===== src/rtl/mem_port_arbiter.sv =====
// Shares one single-port memory between the CPU and debug ports with a burst-limited owner FSM.
// Grant is same-cycle; read data returns one cycle later. Losers are held off by withholding gnt.
module mem_port_arbiter #(
    parameter int AW        = 16,
    parameter int DW        = 32,
    parameter int MAX_BURST = 4
) (
    input  logic          clk,
    input  logic          rst,
    input  logic          cpu_req,
    input  logic          cpu_we,
    input  logic [AW-1:0] cpu_addr,
    input  logic [DW-1:0] cpu_wdata,
    output logic          cpu_gnt,
    output logic          cpu_rvalid,
    output logic [DW-1:0] cpu_rdata,
    input  logic          dbg_req,
    input  logic          dbg_we,
    input  logic [AW-1:0] dbg_addr,
    input  logic [DW-1:0] dbg_wdata,
    output logic          dbg_gnt,
    output logic          dbg_rvalid,
    output logic [DW-1:0] dbg_rdata,
    input  logic          cpu_halt,
    output logic          mem_en,
    output logic          mem_we,
    output logic [AW-1:0] mem_addr,
    output logic [DW-1:0] mem_wdata,
    input  logic [DW-1:0] mem_rdata,
    output logic [1:0]    owner
);
    localparam int CW = $clog2(MAX_BURST + 1);
    localparam logic [CW-1:0] BMAX = CW'(MAX_BURST);

    typedef enum logic [1:0] {
        S_IDLE = 2'b00,
        S_CPU  = 2'b01,
        S_DBG  = 2'b10
    } state_t;

    state_t        state;
    logic [CW-1:0] burst_cnt;
    logic          last_dbg;
    logic          give_cpu, give_dbg;
    logic          rd_pend, rd_tag_dbg;
    logic [DW-1:0] cpu_rdata_q, dbg_rdata_q;

    always_comb begin
        give_cpu = 1'b0;
        give_dbg = 1'b0;
        case (state)
            S_IDLE: begin
                if (cpu_req && dbg_req) begin
                    if (cpu_halt || !last_dbg) give_dbg = 1'b1;
                    else                       give_cpu = 1'b1;
                end else begin
                    give_cpu = cpu_req;
                    give_dbg = dbg_req;
                end
            end
            S_CPU: begin
                // A halted CPU yields to the debug port regardless of burst count.
                if (cpu_req) begin
                    if (dbg_req && (cpu_halt || burst_cnt == BMAX)) give_dbg = 1'b1;
                    else                                           give_cpu = 1'b1;
                end else begin
                    give_dbg = dbg_req;
                end
            end
            S_DBG: begin
                if (dbg_req) begin
                    if (cpu_req && !cpu_halt && burst_cnt == BMAX) give_cpu = 1'b1;
                    else                                           give_dbg = 1'b1;
                end else begin
                    give_cpu = cpu_req;
                end
            end
            default: ;
        endcase
        if (rst) begin
            give_cpu = 1'b0;
            give_dbg = 1'b0;
        end
    end

    assign cpu_gnt   = give_cpu;
    assign dbg_gnt   = give_dbg;
    assign mem_en    = give_cpu | give_dbg;
    assign mem_we    = give_cpu ? cpu_we    : (give_dbg ? dbg_we    : 1'b0);
    assign mem_addr  = give_cpu ? cpu_addr  : (give_dbg ? dbg_addr  : '0);
    assign mem_wdata = give_cpu ? cpu_wdata : (give_dbg ? dbg_wdata : '0);
    assign owner     = state;

    always_ff @(posedge clk or posedge rst) begin
        if (rst) begin
            state     <= S_IDLE;
            burst_cnt <= '0;
            last_dbg  <= 1'b1;
        end else if (give_cpu) begin
            state     <= S_CPU;
            burst_cnt <= (state != S_CPU) ? CW'(1) :
                         (burst_cnt == BMAX) ? BMAX : burst_cnt + CW'(1);
            last_dbg  <= 1'b0;
        end else if (give_dbg) begin
            state     <= S_DBG;
            burst_cnt <= (state != S_DBG) ? CW'(1) :
                         (burst_cnt == BMAX) ? BMAX : burst_cnt + CW'(1);
            last_dbg  <= 1'b1;
        end else begin
            state     <= S_IDLE;
            burst_cnt <= '0;
        end
    end

    // Read tag travels with the access so back-to-back reads to alternating ports route correctly.
    always_ff @(posedge clk or posedge rst) begin
        if (rst) begin
            rd_pend     <= 1'b0;
            rd_tag_dbg  <= 1'b0;
            cpu_rdata_q <= '0;
            dbg_rdata_q <= '0;
        end else begin
            rd_pend     <= mem_en && !mem_we;
            rd_tag_dbg  <= give_dbg;
            cpu_rdata_q <= cpu_rdata;
            dbg_rdata_q <= dbg_rdata;
        end
    end

    assign cpu_rvalid = rd_pend && !rd_tag_dbg;
    assign dbg_rvalid = rd_pend &&  rd_tag_dbg;
    assign cpu_rdata  = cpu_rvalid ? mem_rdata : cpu_rdata_q;
    assign dbg_rdata  = dbg_rvalid ? mem_rdata : dbg_rdata_q;
endmodule


===== config.mk =====
export PLATFORM = sky130hd
export DESIGN_NAME = mem_port_arbiter
export DESIGN_NICKNAME = d
export VERILOG_FILES = /design/src/rtl/mem_port_arbiter.sv
export SDC_FILE = /design/constraint.sdc
export NUM_CORES = 1
export LEC_CHECK = 0
export ABC_AREA = 1
export ABC_CLOCK_PERIOD_IN_PS = 4600
export CAP_MARGIN = 30
export CORE_ASPECT_RATIO = 0.6
export CORE_MARGIN = 3
export CORE_UTILIZATION = 35
export DETAILED_ROUTE_END_ITERATION = 8
export HOLD_SLACK_MARGIN = 0.02
export PLACE_DENSITY = 0.82
export SYNTH_ARGS = -nofsm -noshare
export SYNTH_HDL_FRONTEND = slang
export SYNTH_SLANG_ARGS = --single-unit

===== constraint.sdc =====
create_clock -name clk -period 4.6 [get_ports clk]
set_input_delay 0.92 -clock clk [delete_from_list [all_inputs] [get_ports clk]]
set_output_delay 0.92 -clock clk [all_outputs]
set_load 0.02 [all_outputs]

; ---- Yosys cells after proc, flatten, opt, wreduce, memory -nomap -nowiden
; Index checks and enable logic that the tools add are counted.
; W data, S select, Z words.
[totals]
register_bits = 72
latchBits = 0
ram_bits = 0
rom_bits = 0
input_bits = 135
out_inout_bits = 120
word_cells = 62
memories = 0
[op_classes]
n_addsub = 1
multipliers = 0
n_div = 0
order_cmp = 0
eq_ne = 5
n_shift = 0
muxes = 33
bitwise = 1
n_reduce_logical = 15
[op_table]
columns = cell, n
row1 = $mux W32, 4
row2 = $mux W16, 2
row3 = $mux W1, 18
row4 = $mux W3, 5
row5 = $logic_and A1 B1 Y1, 7
row6 = $pmux W1 S3, 2
row7 = $logic_not A1 Y1, 4
row8 = $mux W2, 2
row9 = $add A3 B1 Y3 const B, 1
row10 = $eq A3 B3 Y1 const B, 1
row11 = $eq A2 B1 Y1 const B, 1
row12 = $eq A2 B2 Y1 const B, 1
row13 = $logic_not A2 Y1, 1
row14 = $logic_or A1 B1 Y1, 2
row15 = $ne A2 B1 Y1 const B, 1
row16 = $ne A2 B2 Y1 const B, 1
row17 = $reduce_bool A2 Y1, 1
row18 = $or A1 B1 Y1, 1

; ---- Longest topological paths before layout
[depth]
word_depth = 11
ltp_mapped = 13
mapped_depth_nobuf = 12

; ---- Worst setup path after synthesis
; Ideal clock, no wire load.
[synth_path]
path_type = input to output
start = input rst
end = output mem_wdata[22]
arrival_time_ns = 3.192
required_ns = 3.680
slack_ns = 0.488
path_stages = 6
n_path_buf = 1
cell_sequence = inv_1 > nand2_2 > inv_2 > buf_4 > nand2_1 > nand2_1
[synth_between]
word_cells_on_any_way = 4
cone_classes = mux: 4
[synth_rtl]
columns = item, line
row1 = "start, declared", 9  ; input logic rst,
row2 = $mux W1, 80  ; if (rst) begin
row3 = named net cpu_gnt, 14  ; output logic cpu_gnt,
row4 = $mux W32, 91  ; assign mem_wdata = give_cpu ? cpu_wdata : (give_dbg ? dbg_wdata : '0);
row5 = "end, declared", 28  ; output logic [DW-1:0] mem_wdata,
; The timed path passes the listed nets, and every way through them passes these cells.

; ---- Worst setup path in the final report
[layout_path]
start = input dbg_req
end = output mem_wdata[19]
[layout_between]
elab_chain_cells = 7
word_cells_on_any_way = 16
cone_classes = mux: 14 / reduce/logical: 2
[layout_rtl]
columns = item, line
row1 = "start, declared", 17  ; input logic dbg_req,
row2 = $logic_and A1 B1 Y1, 64  ; if (dbg_req && (cpu_halt || burst_cnt == BMAX)) give_dbg = 1'b1;
row3 = $mux W1, 64
row4 = $mux W1, 63  ; if (cpu_req) begin
row5 = $pmux W1 S3, 51  ; case (state)
row6 = $mux W1, 80
row7 = $mux W32, 91
row8 = $mux W32 *, 91
; Every way passes the cells marked *; elsewhere a longest branch is shown, timed or not.

==> out/metrics.cfg <==
[run_status]
status = complete, no violations

[final_layout]
drive_gt1_frac = 0.0459
nets = 851
utilization = 0.684
area_growth_pct = 84.0
n_antenna_cell = 0

[power]
ir_drop_uv = 323
p_clk_frac = 0.237
p_sw_mw = 1.13
comb_power_share = 0.467
p_per_area_nw_per_um2 = 493
total_leakage_power_nw = 3.10
intPower_mw = 2.05
p_sw_frac = 0.355
power.total_mw = 3.19
seq_power_share = 0.296

[cts]
clk_latency_ns = 0.32
cts_max_level = 3
hold_buffers = 0
cts_num_sinks = 72
clockRootBuffer = clkbuf_16
numCtsBuffers = 9
clock_path_buffers = 2
post-cts-setup-buffers = 0
cts.clk_slew.worst_paths_ns = 0.06
cts_tree = done
cts.repair.resized = 0

[synthesis]
synth_top_family_by_area = simple AND/OR/NAND/NOR gates
synth_area_per_cell_um2 = 7.51
yosysTopAreaCellShare = 0.506
yosysTopAreaCell = dfrtp_1
yosys.area_share.simple = 0.281
syn_nets = 605
synth_mux_area_frac = 0
ys_ff_latch = 72
ys_seq_area_frac = 0.513
synth_compound_area_frac = 0.103
synth_xor_xnor_area_share = 0
synth_fa_ha_area_frac = 0.00712
yosysWarnings = 0
netlist_instances = 468
synth.distinct_cells = 22
yosys-top-cells-area = dfrtp_1, nand2_1, o21ai_0
synth_area_um2 = 3510

[sta]
final.min_clock_period_ns = 4.27
whs_ns = 0.496
final.setup.worst_slack_ns = 0.335
hold_viol = 0
period_share = 0.927
slew_viol_final = 0
finalSetupTns_ns = 0
max_slew_margin = 0.383
fmax_mhz = 234
tightest_slew_ns = 0.924
fin_skew_ns = 0.0100
setup_violations = 0
grt_setup_unrepaired = false

[routing]
detail-route-antenna-nets = 0
wl_mm = 13.0
vias = 3885
drtIter0Drc = 138
via_per_inst = 4.58
drcViolationCount = 0
dr.pass1.iters = 4
routedWlPerCell_um = 15.3

[die]
die-area_um2 = 11300
start_util = 0.372
core_um2 = 9460
std_cell_rows = 27
dieWidth_um = 135
num_io_pins = 255
die_y_um = 83.6

[placed_design]
place_ws_ns = 0.366
routabilityCongestion = 0.916
dpl.hpwl_mm = 10.4
port-buffer-count = 254

[critical_path]
startpoint_type = input pin
path_max_fanout = 50
cp_slowest_cell = clkdlybuf4s50_1
endpoint_kind = output port
cp.buffers_inverters = 4
cp_cell_sequence = clkdlybuf4s50_1 > inv_1 > a211oi_1 > nand2_2 > inv_4 > nand2_1 > nand2_1 > clkdlybuf4s50_1
cp_top_family = buffers and inverters
cp.required_ns = 3.68
slowest_delay_ns = 0.60
criticalPathCategory = input pin to output port
arrival_ns = 3.35

[global_route]
busiest_layer = met2
grt_pass1_vias = 3986
antenna_found_initial = 0
gr-usage-all-layers = 0.226
grt_use_met3 = 0.0801
met1_usage = 0.268
met2_usage = 0.384
grt_pass1_wl_mm = 20.5
grt_max_degree = 71
grt.overflow.total = 0

[run]
drv_cap = 0

[worst_hold_path]
hold_path_class = flop to flop

per-stage QoR:
| step | instances | instance area (um^2) |
|---|---|---|
| floorplan | 468 | 3510 |
| global placement | 832 | 6110 |
| detailed placement | 833 | 6140 |
| CTS | 849 | 6470 |
| global route | 849 | 6470 |
| finish | 849 | 6470 |
metal layers:
layer  share of wire  routed length, um
met5               0                  0
met2            0.49               6320
met1            0.40               5190
met4           0.028                363
met3           0.084               1090
cell type report:
class	count	area [um^2]
clock inverter	5	86.3
sequential	72	1800
tap	130	163
multi-input combinational	323	1380
timing repair buffer	258	2610
inverter	50	190
clock buffer	11	243
fill	762	2990
logic make-up (layout without fill, tap and decap cells):
kind of cell | after synthesis | in the layout
AND/OR/NAND/NOR | 249 | 249
flip-flops | 72 | 72
buffers and inverters | 73 | 324
AO/OA/AOI/OAI | 72 | 72
adder cells (fa/ha/maj) | 2 | 2
registers in the layout, summed over array words and instances (netlist names):
register and count:
cpu_rdata_q 32, last_dbg 1, rd_pend 1, dbg_rdata_q 32, rd_tag_dbg 1, burst_cnt 3
owner 2
tightest hold or removal path: stages, from the launching register on:
cell,delay [ns]
dfrtp_1,0.32
nand2_1,0.04
o21ai_0,0.09
power by group through the flow:
| stage | logic (mW) | clock network [mW] | registers, mW |
|---|---|---|---|
| final | 1.49 | 0.756 | 0.943 |
| after global routing | 1.60 | 0.804 | 0.969 |
| after CTS | 1.50 | 0.775 | 0.943 |
| after detailed placement | 1.49 | 0 | 0.953 |
| after global placement | 1.46 | 0 | 0.943 |
| after floorplan | 0.718 | 0 | 0.938 |
worst paths after layout:
check                                          start                        end  slack [ns]  depth (start not counted)
max                                          dbg_req              mem_wdata[19]        0.33                          8
min                        cpu_rdata_q[28]$_DFF_PP0_  cpu_rdata_q[28]$_DFF_PP0_        0.50                          2
max reg2reg                   burst_cnt[0]$_DFF_PP0_     burst_cnt[2]$_DFF_PP0_        2.58                         12
min reg2reg                cpu_rdata_q[28]$_DFF_PP0_  cpu_rdata_q[28]$_DFF_PP0_        0.50                          2
max in group asynchronous                        rst  cpu_rdata_q[10]$_DFF_PP0_        2.72                          3
min in group asynchronous                        rst         owner[1]$_DFF_PP0_        0.84                          2
synth_stat cells:
cell type and count:
clkbuf_1 13, inv_2 4, nand3_1 7, inv_1 45, nor2_4 2, dfrtp_1 71
nand2_2 2, ha_1 2, buf_4 5, nor3_1 1, o21ai_0 70, buf_8 1
buf_6 4, a211oi_1 1, nand3b_1 2, nor2_1 5, inv_4 1, nand2_1 227
nand4_1 1, dfstp_2 1, a21oi_1 1, nand3_2 2
cell usage in the layout (no fill, tap or decap), drive strengths merged:
cell,count
a211oi,1
clkinv,1
bufinv,2
clkdlybuf4s50,254
nand3b,2
nor3,1
inv,52
buf,4
dfstp,1
nand3,9
nand4,1
ha,2
nor2,7
o21ai,70
dfrtp,71
a21oi,1
nand2,229
clkbuf,11
Power figures use the tool's default switching activity.
